===== config.mk =====
export PLATFORM = sky130hd
export DESIGN_NAME = edm_pulse_sequencer
export DESIGN_NICKNAME = d
export VERILOG_FILES = /design/src/rtl/edm_pulse_sequencer.sv
export SDC_FILE = /design/constraint.sdc
export NUM_CORES = 1
export LEC_CHECK = 0
export BUFFER_PORTS_ARGS = -buffer_cell sky130_fd_sc_hd__buf_4
export CAP_MARGIN = 20
export CORE_ASPECT_RATIO = 0.6
export CORE_MARGIN = 5
export CORE_UTILIZATION = 50
export DETAILED_ROUTE_END_ITERATION = 16
export PLACE_DENSITY = 0.76
export REMOVE_ABC_BUFFERS = 1
export SETUP_SLACK_MARGIN = 0.5
export SLEW_MARGIN = 10
export SYNTH_ARGS = -nofsm -noshare
export SYNTH_HDL_FRONTEND = slang
export SYNTH_SLANG_ARGS = --single-unit
export TNS_END_PERCENT = 1

===== constraint.sdc =====
create_clock -name clk -period 4.1 [get_ports clk]
set_input_delay 0.82 -clock clk [delete_from_list [all_inputs] [get_ports clk]]
set_output_delay 0.82 -clock clk [all_outputs]
set_load 0.05 [all_outputs]

===== src/rtl/edm_pulse_sequencer.sv =====
// Discharge pulse sequencer: runs Ton/Toff periods against an external timer
// count, issues spaced timer commands and drives the power-stage gate.
module edm_pulse_sequencer #(
  parameter int WIDTH        = 16,
  parameter int SYNC_TIMEOUT = 15,
  parameter int CMD_GAP      = 2
) (
  input  logic             clk,
  input  logic             rst_n,
  input  logic             enable,
  input  logic             hold,
  input  logic [WIDTH-1:0] ton,
  input  logic [WIDTH-1:0] toff,
  input  logic [WIDTH-1:0] timer_value,
  output logic             timer_start,
  output logic             timer_stand,
  output logic             timer_reset,
  output logic             timer_restart,
  output logic             gate_out,
  output logic             period_done,
  output logic             sync_fault,
  output logic [2:0]       state_out
);
  localparam int SW = $clog2(SYNC_TIMEOUT + 1);
  localparam int GW = $clog2(CMD_GAP + 2);
  localparam logic [SW-1:0] SYNC_LAST = SW'(SYNC_TIMEOUT - 1);
  localparam logic [GW-1:0] GAP_MIN   = GW'(CMD_GAP);
  localparam logic [WIDTH:0] ONE_EXT  = (WIDTH+1)'(1);

  typedef enum logic [2:0] {
    S_IDLE = 3'd0, S_ON = 3'd1, S_OFF = 3'd2, S_SYNC = 3'd3, S_PAUSE = 3'd4, S_FAULT = 3'd5
  } state_t;

  typedef enum logic [2:0] {
    CMD_NONE, CMD_START, CMD_STAND, CMD_RESET, CMD_RESTART
  } cmd_t;

  state_t           state_reg, state_next;
  cmd_t             cmd_req, cmd_cand, pend_reg, pend_next;
  logic [WIDTH-1:0] ton_l_reg;
  logic [WIDTH:0]   period_l_reg, period_in, tv_ext;
  logic [SW-1:0]    sync_cnt_reg, sync_cnt_next;
  logic [GW-1:0]    gap_cnt_reg;
  logic             latch_en, done_set, fault_set, fault_clr, issue;

  // All comparisons are one bit wider so ton=toff=all-ones cannot wrap.
  assign tv_ext    = {1'b0, timer_value};
  assign period_in = {1'b0, ton} + ((toff == '0) ? ONE_EXT : {1'b0, toff});

  always_comb begin
    state_next    = state_reg;
    cmd_req       = CMD_NONE;
    latch_en      = 1'b0;
    done_set      = 1'b0;
    fault_set     = 1'b0;
    fault_clr     = 1'b0;
    sync_cnt_next = sync_cnt_reg;
    case (state_reg)
      S_IDLE: begin
        if (enable && !hold) begin
          latch_en   = 1'b1;
          cmd_req    = CMD_START;
          state_next = (ton == '0) ? S_OFF : S_ON;
        end
      end
      S_FAULT: begin
        if (!enable) begin
          state_next = S_IDLE;
          fault_clr  = 1'b1;
        end
      end
      default: begin
        if (!enable) begin
          cmd_req    = CMD_RESET;
          state_next = S_IDLE;
        end else if (hold) begin
          if (state_reg != S_PAUSE) begin
            cmd_req    = CMD_STAND;
            state_next = S_PAUSE;
          end
        end else begin
          case (state_reg)
            S_ON: begin
              if (tv_ext >= {1'b0, ton_l_reg}) state_next = S_OFF;
            end
            S_OFF: begin
              if (tv_ext >= period_l_reg) begin
                cmd_req       = CMD_RESTART;
                done_set      = 1'b1;
                sync_cnt_next = '0;
                state_next    = S_SYNC;
              end
            end
            S_SYNC: begin
              // A count back at 0/1 means the timer has taken the restart.
              if (tv_ext < period_l_reg && tv_ext <= ONE_EXT) begin
                latch_en   = 1'b1;
                state_next = (ton == '0) ? S_OFF : S_ON;
              end else if (sync_cnt_reg == SYNC_LAST) begin
                fault_set  = 1'b1;
                cmd_req    = CMD_RESET;
                state_next = S_FAULT;
              end else begin
                sync_cnt_next = sync_cnt_reg + 1'b1;
              end
            end
            S_PAUSE: begin
              cmd_req    = CMD_START;
              state_next = S_OFF;
            end
            default: state_next = S_IDLE;
          endcase
        end
      end
    endcase
  end

  // One deferred command slot; a newer request replaces an older deferred one.
  assign cmd_cand = (pend_reg != CMD_NONE) ? pend_reg : cmd_req;
  assign issue    = (cmd_cand != CMD_NONE) && (gap_cnt_reg >= GAP_MIN);

  always_comb begin
    if (issue) begin
      pend_next = (pend_reg != CMD_NONE) ? cmd_req : CMD_NONE;
    end else if (cmd_req != CMD_NONE) begin
      pend_next = cmd_req;
    end else begin
      pend_next = pend_reg;
    end
  end

  always_ff @(posedge clk) begin
    if (!rst_n) begin
      state_reg     <= S_IDLE;
      pend_reg      <= CMD_NONE;
      gap_cnt_reg   <= GAP_MIN;
      sync_cnt_reg  <= '0;
      ton_l_reg     <= '0;
      period_l_reg  <= '0;
      timer_start   <= 1'b0;
      timer_stand   <= 1'b0;
      timer_reset   <= 1'b0;
      timer_restart <= 1'b0;
      gate_out      <= 1'b0;
      period_done   <= 1'b0;
      sync_fault    <= 1'b0;
    end else begin
      state_reg    <= state_next;
      pend_reg     <= pend_next;
      sync_cnt_reg <= sync_cnt_next;
      if (latch_en) begin
        ton_l_reg    <= ton;
        period_l_reg <= period_in;
      end
      gate_out    <= (state_next == S_ON);
      period_done <= done_set;
      if (fault_set) begin
        sync_fault <= 1'b1;
      end else if (fault_clr) begin
        sync_fault <= 1'b0;
      end
      timer_start   <= issue && (cmd_cand == CMD_START);
      timer_stand   <= issue && (cmd_cand == CMD_STAND);
      timer_reset   <= issue && (cmd_cand == CMD_RESET);
      timer_restart <= issue && (cmd_cand == CMD_RESTART);
      if (issue) begin
        gap_cnt_reg <= '0;
      end else if (gap_cnt_reg < GAP_MIN) begin
        gap_cnt_reg <= gap_cnt_reg + 1'b1;
      end
    end
  end

  assign state_out = state_reg;

endmodule

==> impl_metrics.json, run 1 <==
{
  "critPathArrivalTime_ps": 3520,
  "numCtsBuffers": 5,
  "area_growth_pct": 16.4,
  "netlist_instances": 502,
  "rr_worst_depth": 10,
  "drtPass1Iterations": 5,
  "synth.distinct_cells": 65,
  "htreeDepth": 2,
  "final_util_pct": 60.9,
  "status": "finished, final reports clean",
  "drtIter0Drc": 278,
  "core-area_mm2": 0.00736,
  "dp_cells": 640,
  "crit_type": "in2reg",
  "fin_tns_setup_ps": 0,
  "grt_pass1_vias": 3488,
  "synth_top_area_cell": "dfxtp_1",
  "num-nets-final": 646,
  "post_drt_via_cell_ratio": 5.72,
  "clock-sinks": 52,
  "fin_crit_sh_pct": 80.4,
  "syn_area_per_cell_um2": 7.66,
  "initial_core_util_pct": 52.3,
  "ant_nets": 0,
  "diodes": 0,
  "antenna_found_initial": 0,
  "largest_register_ffs": 17,
  "num_io_pins": 62,
  "die-height_um": 77.9,
  "cts-root-buf": "clkbuf_16",
  "port_buffers": 61,
  "clock_skew_ps": 4.20,
  "placed_area_mm2": 0.00434,
  "dp_hpwl_mm": 8.62,
  "yosys.area.top_type_share_pct": 27.1,
  "critPathLaunchType": "primary input",
  "maxSlewViolCount": 0,
  "cts_setup_buffers": 0,
  "worstHoldPathType": "reg2reg",
  "grt_pass1_wl_mm": 17.6,
  "synth-seq-area-share_pct": 27.1,
  "p_per_area_mw_per_mm2": 298,
  "async_flop_share_pct": 0,
  "overflow": 0,
  "row_count": 24,
  "cts-resized-gates": 0,
  "gp_congestion": 0.871,
  "slew_headroom_pct": 64.1,
  "path_max_fanout": 10,
  "cp.required_ps": 4320,
  "ys.warnings.count": 0,
  "power_leakage_nw": 1.85,
  "ir_worst_vdd_v": 0.000173,
  "cts_tree": "done",
  "synth-seq-cells": 52,
  "drive_above_1_share_pct": 15.3,
  "vias": 3699,
  "finalSetupViolations": 0,
  "wl_per_cell_um": 16.6,
  "hold_viol": 0,
  "worstMarginPinSlew_ps": 532,
  "finalCriticalPeriod_ps": 3300,
  "rsz0062_at_grt": "yes",
  "synth_flop_cell": "dfxtp_1",
  "postLayoutCellArea_mm2": 0.00448,
  "drc": 0,
  "grt_max_degree": 36,
  "cts.path.max_buffers": 2,
  "dieArea_mm2": 0.00960,
  "final_cells": 647,
  "timing.hold.ws_ps": 458,
  "hold_buffers": 0,
  "synth_edf_count": 0,
  "die_w_um": 123,
  "fmax_mhz": 303,
  "drv_cap": 0,
  "synth_area_leaders": "dfxtp_1 (27%), ha_1 (16%), nand2_1 (6.8%)",
  "path_clk_slew_ps": 70,
  "routed_wirelength_mm": 10.7,
  "critPathCaptureType": "register",
  "clk_latency_ps": 290,
  "hold_depth": 2,
  "synth_area_mm2": 0.00384,
  "grt_usage_pct": 22.8
}
==> layout make-up <==
class / count / area, um^2
tap: 104 / 130
inverter: 46 / 173
multi-input combinational: 374 / 2510
sequential: 52 / 1040
timing repair buffer: 64 / 480
clock buffer: 5 / 125
fill: 658 / 2880
clock inverter: 2 / 12.5
==> synthesized netlist by cell type, drive strengths merged (3+ instances only) <==
cell,instances
clkbuf,28
nor4,11
nor3,9
nand2b,6
xnor2,7
and2,6
a211oi,9
o32ai,3
nor2,31
or2,3
or3,7
inv,45
and4,3
o21a,4
nand4,7
xor2,4
o21ai,21
a21oi,50
ha,50
nand3,14
a21o,7
o211ai,5
or4,4
dfxtp,52
nand2,70
a211o,3
nor2b,5
o31a,3
==> worst max-delay path, stage by stage <==
cell and delay [ps]:
buf_4 120, ha_1 320, a21oi_1 150, o21ai_1 80
a2111oi_1 510, o211a_1 460, o311ai_0 260, a21oi_1 460
a21boi_0 170, o21ai_0 170
==> report_power, final <==
group	internal (W)	total (W)	switching (W)
combinational	0.000163	0.000373	0.000210
sequential	0.000532	0.000555	0.0000227
clock	0.000222	0.000406	0.000184
==> placed cells by master (no fill, tap or decap), types with 3 or more instances in the layout <==
cell       instances
or3_1              6
a21oi_1           50
o32ai_1            3
and4_1             3
a211o_1            3
xor2_1             4
nand3_1           13
o21ai_0           19
inv_1             45
and2_1             6
nor4_1            10
dfxtp_1           52
o31a_1             3
o21a_1             4
o211ai_1           5
ha_1              50
clkbuf_16          5
nand4_1            7
nor2b_1            5
nor3_1             9
buf_4             64
a211oi_1           9
or4_1              3
nand2b_1           6
nand2_1           70
nor2_1            30
xnor2_1            7
a21o_1             7
==> per-layer routing <==
metal	vias up	track usage, %	wire length, um
met5	-	0	0
met4	0	4.20	68
met3	9	3.63	852
met2	152	29.6	4010
met1	1678	38.1	5780
li1	1860	-	-
==> stage by stage <==
stage               worst slack, ps  total power (W)
global placement                545         0.000921
floorplan                       443         0.000797
finish                          802          0.00133
detailed placement              468         0.000932
global route                    465          0.00141
CTS                             746          0.00133
==> final timing paths <==
path                    startpoint        endpoint  slack, ps
setup / recovery    timer_value[4]  gap_cnt_reg[1]        800
hold / removal       ton_l_reg[15]   ton_l_reg[15]        460
setup reg to reg  period_l_reg[15]  gap_cnt_reg[1]        960
hold reg to reg      ton_l_reg[15]   ton_l_reg[15]        460
==> logic make-up (layout without fill, tap and decap cells) <==
logic type                 after synthesis  count (layout)  synth area share [%]
and+or+nand+nor                        182             182                  23.8
AOI/OAI and AO/OA                      130             130                  22.2
buffers and inverters                   76             117                  7.65
DFF                                     52              52                  27.1
adders and majority gates               51              51                  16.8
xor gates and xnor gates                11              11                  2.51
No activity file was read; power rests on OpenSTA's default activity.
==> run 2: changes to the inputs <==
--- a/config.mk
+++ b/config.mk
@@ -5,6 +5,7 @@
 export SDC_FILE = /design/constraint.sdc
 export NUM_CORES = 1
 export LEC_CHECK = 0
+export ABC_AREA = 1
 export BUFFER_PORTS_ARGS = -buffer_cell sky130_fd_sc_hd__buf_4
 export CAP_MARGIN = 20
 export CORE_ASPECT_RATIO = 0.6
==> constraint.sdc (replaced) <==
create_clock -name clk -period 3.3 [get_ports clk]
set_input_delay 0.66 -clock clk [delete_from_list [all_inputs] [get_ports clk]]
set_output_delay 0.66 -clock clk [all_outputs]
set_load 0.05 [all_outputs]
==> run 2 against run 1 <==
Global-route usage is 1.0 points lower. Combinational power increased by 50%. Non-clock buffer count up 8. Setup slack worse by 300 ps. Sequential power is 25% higher. Hold slack better by 3.9 ps. Clock skew up 5.4 ps. First-iteration DRC count up 4.3%. Die area increased by 1.7%. Via count rose by 3.1%. Largest cell class unchanged.
==> impl_metrics.json, run 2 <==
{
  "critPathCaptureType": "register",
  "netlist_instances": 557,
  "synth-seq-area-share_pct": 26.6,
  "status": "finished, final reports clean",
  "core-area_mm2": 0.00776,
  "row_count": 25,
  "synthMuxAreaShare_pct": 0,
  "layout_common_cells": "nand2_1 (79), a21oi_1 (71), inv_1 (70)",
  "cts.path.max_buffers": 2,
  "preCtsSetupSlack_ps": -211,
  "routed_wirelength_mm": 10.5,
  "area_growth_pct": 21.3,
  "clk_latency_ps": 300,
  "synth_area_leaders": "dfxtp_1 (27%), ha_1 (16%), a21oi_1 (9.2%)",
  "wl_per_cell_um": 14.5,
  "synth_area_mm2": 0.00392,
  "critPathLaunchType": "primary input",
  "synth_flop_cell": "dfxtp_1",
  "rsz0062_at_grt": "yes",
  "worstHoldPathType": "reg2reg",
  "critPathArrivalTime_ps": 2980,
  "dp_hpwl_mm": 8.36,
  "post_drt_via_cell_ratio": 5.30,
  "die_w_um": 124,
  "r2r-end": "ton_l_reg[3]",
  "cp.required_ps": 3480,
  "nFillCells": 753,
  "rr_worst_depth": 14,
  "largest_register_ffs": 17,
  "num_io_pins": 62,
  "ys.warnings.count": 0,
  "port_buffers": 61,
  "ir_worst_vdd_v": 0.000251,
  "synth_top_cells_by_count": "nand2_1 (80), a21oi_1 (72), inv_1 (71)",
  "synth-seq-cells": 52,
  "synthAdderAreaFrac_pct": 16.5,
  "maxSlewViolCount": 0,
  "htreeDepth": 2,
  "path_clk_slew_ps": 70,
  "drv_cap": 0,
  "gp_congestion": 0.900,
  "path_max_fanout": 2,
  "grt_usage_pct": 21.8,
  "grt_max_degree": 40,
  "numCtsBuffers": 5,
  "fin_tns_setup_ps": 0,
  "worstMarginPinSlew_ps": 596,
  "dieArea_mm2": 0.00976,
  "clock_skew_ps": 9.64,
  "num-nets-final": 714,
  "r2r_start": "period_l_reg[12]",
  "drc": 0,
  "die-height_um": 78.6,
  "finalSetupViolations": 0,
  "diodes": 0,
  "synth_top_area_cell": "dfxtp_1",
  "antenna_found_initial": 0,
  "fmax_mhz": 358,
  "synth_compound_area_share_pct": 18.4,
  "p_per_area_mw_per_mm2": 407,
  "slew_headroom_pct": 60.2,
  "yosys.area.top_type_share_pct": 26.6,
  "fin_crit_sh_pct": 84.7,
  "drtIter0Drc": 290,
  "synth.most_common_cell": "nand2_1",
  "grt_pass1_wl_mm": 17.5,
  "vias": 3815,
  "setup_slack_ps": 504,
  "power_leakage_nw": 2.19,
  "synth.distinct_cells": 37,
  "finalCriticalPeriod_ps": 2800,
  "synth_edf_count": 0,
  "hold_buffers": 0,
  "synth_simple_gate_area_share_pct": 24.5,
  "overflow": 0,
  "syn_area_per_cell_um2": 7.03,
  "ant_nets": 0,
  "drive_above_1_share_pct": 23.0,
  "crit_path_start": "toff[8]",
  "async_flop_share_pct": 0,
  "synth-xor-area-share_pct": 3.35,
  "reg2reg_setup_slack_ps": 930,
  "grt_pass1_vias": 3670,
  "drtPass1Iterations": 4,
  "hold_viol": 0,
  "synth_top_family_by_area": "simple AND/OR/NAND/NOR gates",
  "cp-endpoint": "period_l_reg[14]",
  "initial_core_util_pct": 50.5,
  "clock-sinks": 52,
  "cts-root-buf": "clkbuf_16",
  "cts_tree": "done",
  "crit_type": "in2reg",
  "layout_commonest_cell": "nand2_1"
}
==> run 2: cell count changes after synthesis, moves of 7 or more <==
cell / before / now
inv_1: 45 / 71
a21oi_1: 50 / 72
o21ai_0: 20 / 37
o21ai_1: 1 / 16
nand2_2: 0 / 14
inv_2: 0 / 13
nor2_1: 30 / 41
nand2_1: 70 / 80
a211oi_1: 9 / 0
clkbuf_1: 28 / 19
a21o_1: 7 / 0
==> run 2: worst min-delay path by stage <==
stage	from	end	slack, ps	cells after the start
2_1_floorplan	ton_l_reg[15]	ton_l_reg[15]	430	2
3_3_place_gp	ton_l_reg[9]	ton_l_reg[9]	450	2
3_5_place_dp	ton_l_reg[15]	ton_l_reg[15]	450	2
4_1_cts	ton_l_reg[15]	ton_l_reg[15]	460	2
5_1_grt	ton_l_reg[9]	ton_l_reg[9]	500	2
6_report	ton_l_reg[15]	ton_l_reg[15]	460	2
==> run 2: cell families after synthesis <==
| logic type | after synthesis |
|---|---|
| buf+inv | 109 |
| simple gates | 194 |
| flops | 52 |
| xor+xnor | 15 |
| fa+ha+maj | 51 |
| compound gates | 136 |
==> run 2: cell type report <==
cell class | count | area, um^2 | share of cell area, %
clock buffers | 5 | 125 | 2.63
clock inverters | 3 | 68.8 | 1.45
inverters | 84 | 315 | 6.64
multi-input cells | 396 | 2510 | 52.8
flip-flops and latches | 52 | 1040 | 21.9
well taps | 108 | 135 | 2.84
repair buffers | 72 | 556 | 11.7
==> run 2: power breakdown <==
group          internal (W)  switching, W
logic              0.000225      0.000333
registers          0.000671     0.0000218
clock network      0.000438      0.000247
total               0.00133      0.000602
==> run 2: critical path, cell delays in order <==
cell and delay, ps:
buf_8 100, nor4_4 300, buf_4 150, a41o_1 180, ha_2 190, inv_2 40
fa_2 350, o21ai_2 180, a21oi_2 70, o21bai_2 150, buf_4 140, nand4_1 130
nand2_1 110, xor2_1 140, a21oi_1 80
==> run 2: layer usage <==
layer	routed length [um]	GRT usage, %	vias up
li1	-	-	1935
met1	5220	30.9	1764
met2	4400	33.4	106
met3	754	5.37	10
met4	97	4.70	0
met5	0	0	-
==> run 2: stage by stage <==
stage                     total power [W]  util (%)  instance area [um^2]  hold slack [ps]  instances
after floorplan                   0.00106         -                  3820              433        532
after global placement            0.00122      57.3                  4450              446        706
after detailed placement          0.00123      57.3                  4450              452        706
after CTS                         0.00194      60.7                  4710              462        718
after global routing              0.00205      61.2                  4750              499        720
final                             0.00194      61.2                  4750              462        720
==> run 2: repair_timing <==
item | CTS | global route
endpoints found under the setup margin | 6 | 7
buffers inserted | 4 | 2
pin swaps | 11 | 13
gates resized for setup | 11 | 5
==> run 3: changes to the inputs <==
--- a/config.mk
+++ b/config.mk
@@ -5,7 +5,7 @@
 export SDC_FILE = /design/constraint.sdc
 export NUM_CORES = 1
 export LEC_CHECK = 0
-export ABC_AREA = 1
+export ABC_AREA = 0
 export BUFFER_PORTS_ARGS = -buffer_cell sky130_fd_sc_hd__buf_4
 export CAP_MARGIN = 20
 export CORE_ASPECT_RATIO = 0.6
==> constraint.sdc (replaced) <==
create_clock -name clk -period 2.63 [get_ports clk]
set_input_delay 0.526 -clock clk [delete_from_list [all_inputs] [get_ports clk]]
set_output_delay 0.526 -clock clk [all_outputs]
set_load 0.05 [all_outputs]
==> run 3 against run 2 <==
The flow now finishes with violations (setup timing). Sequential share of layout area shrank 3.1 points. Global-route usage increased by 5.5 points. Non-clock buffer count grew 73. Via count up 12%. Final area grew 18%. Utilization up 15 points. Largest power group unchanged. Critical path depth shrank 4. Highest routed layer unchanged. First-iteration DRC count rose by 45%.
==> impl_metrics.json, run 3 (synthesis results as in run 1) <==
{
  "ir_worst_vdd_v": 0.000273,
  "path_max_fanout": 2,
  "drv_cap": 0,
  "largest_register_ffs": 17,
  "antenna_found_initial": 0,
  "clock-sinks": 52,
  "finalCriticalPeriod_ps": 2760,
  "rsz0062_at_grt": "yes",
  "layout_commonest_cell": "buf_4",
  "cts-root-buf": "clkbuf_16",
  "hold_buffers": 0,
  "row_count": 24,
  "final_cells": 729,
  "cp-endpoint": "sync_cnt_reg[1]",
  "total_power_w": 0.00249,
  "port_buffers": 61,
  "diodes": 0,
  "drc": 0,
  "maxSlewViolCount": 0,
  "worstMarginPinSlew_ps": 421,
  "cts.path.max_buffers": 2,
  "violations": "setup timing",
  "path_clk_slew_ps": 70,
  "routed_wirelength_mm": 13.3,
  "r2r-end": "sync_cnt_reg[1]",
  "overflow": 0,
  "clk_latency_ps": 290,
  "dp_hpwl_mm": 9.59,
  "clock_skew_ps": 3.84,
  "initial_core_util_pct": 52.3,
  "vias": 4279,
  "ant_nets": 0,
  "setup_slack_ps": -131,
  "fin_crit_sh_pct": 105,
  "finalSetupViolations": 12,
  "grt_max_degree": 34,
  "p_per_area_mw_per_mm2": 445,
  "cp.required_ps": 2860,
  "critPathCaptureType": "register",
  "fmax_mhz": 362,
  "numCtsBuffers": 5,
  "die-height_um": 77.9,
  "drtPass1Iterations": 5,
  "drtIter0Drc": 420,
  "wl_per_cell_um": 18.3,
  "core-area_mm2": 0.00736,
  "grt_pass1_vias": 4200,
  "slew_headroom_pct": 71.6,
  "layout_common_cells": "buf_4 (139), nand2_1 (70), a21oi_1 (45)",
  "area_growth_pct": 45.6,
  "critPathArrivalTime_ps": 2990,
  "dieArea_mm2": 0.00960,
  "final_util_pct": 76.1,
  "status": "finished, violations left",
  "power_leakage_nw": 2.32,
  "dp_cells": 711,
  "num_io_pins": 62,
  "die_w_um": 123,
  "hold_viol": 0,
  "htreeDepth": 2,
  "gp_congestion": 0.903,
  "crit_type": "reg2reg",
  "grt_pass1_wl_mm": 21.0,
  "post_drt_via_cell_ratio": 5.87,
  "reg2reg_setup_slack_ps": -130,
  "cts_tree": "done",
  "num-nets-final": 727,
  "drive_above_1_share_pct": 37.4,
  "r2r_start": "period_l_reg[14]",
  "crit_path_start": "period_l_reg[14]",
  "worstHoldPathType": "reg2reg",
  "grt_usage_pct": 27.2,
  "rr_worst_depth": 11,
  "critPathLaunchType": "register"
}
-- run 3: cell types whose count changed in the layout (fill, tap and decap cells not counted), sizes merged, moves of 6 or more --
cell / delta
nor2: -22
nand3: -9
nand2b: +6
o21ai: -32
a21oi: -24
a211oi: +9
buf: +73
or3: +7
inv: -40
a21o: +7
and2: +6
nand2: -24
-- run 3: report_power, final --
| group | leakage, nW | switching (W) | internal (W) |
|---|---|---|---|
| Sequential | 0.428 | 0.0000348 | 0.000832 |
| Clock | 0.0871 | 0.000297 | 0.000477 |
| Combinational | 1.81 | 0.000435 | 0.000417 |
-- run 3: through the flow --
| stage | TNS (ps) | hold WS [ps] | setup WS (ps) | area [um^2] |
|---|---|---|---|---|
| floorplan | -20190 | 432 | -733 | 3720 |
| global placement | -14560 | 440 | -491 | 4900 |
| detailed placement | -17630 | 447 | -566 | 4900 |
| CTS | -288 | 460 | -109 | 5450 |
| global route | -2530 | 481 | -236 | 5600 |
| finish | -635 | 462 | -131 | 5600 |
-- run 3: final cells by class --
cell class / instances / area, um^2
Multi-Input combinational cell: 374 / 2930
Fill cell: 449 / 1760
Timing Repair Buffer: 145 / 1140
Sequential cell: 52 / 1050
Inverter: 46 / 173
Clock buffer: 6 / 139
Tap cell: 104 / 130
Clock inverter: 2 / 38.8
-- run 3: worst min path at each step --
stage	slack, ps	startpoint	endpoint	depth (start not counted)
final	460	ton_l_reg[3]	ton_l_reg[3]	2
after global routing	480	period_l_reg[3]	period_l_reg[3]	2
after CTS	460	period_l_reg[3]	period_l_reg[3]	2
after detailed placement	450	period_l_reg[3]	period_l_reg[3]	2
after global placement	440	period_l_reg[3]	period_l_reg[3]	2
after floorplan	430	period_l_reg[11]	period_l_reg[11]	2
-- run 3: worst max-delay path, stage by stage, from the launching register on --
cell and delay [ps]:
dfxtp_2 340, inv_2 60, ha_4 280, nand4b_4 100
or2_1 240, or4_1 510, o211ai_1 190, buf_4 200
o2bb2ai_4 120, nand3_2 90, or4_4 440, a21oi_2 130
-- run 3: repair_timing --
item / in CTS / in global routing
setup endpoints to repair: 52 / 52
pin swaps: 37 / 24
buffers inserted: 10 / 0
gates resized for setup: 58 / 30
-- run 3: per-layer routing --
metal / wire, um / part of all wire, % / vias up / global-route usage [%]
met2: 5790 / 43 / 244 / 41.7
met3: 1320 / 9.9 / 27 / 5.38
met5: 0 / 0 / - / 0
met1: 6010 / 45 / 1986 / 39.3
li1: - / - / 2022 / -
met4: 206 / 1.5 / 0 / 6.52
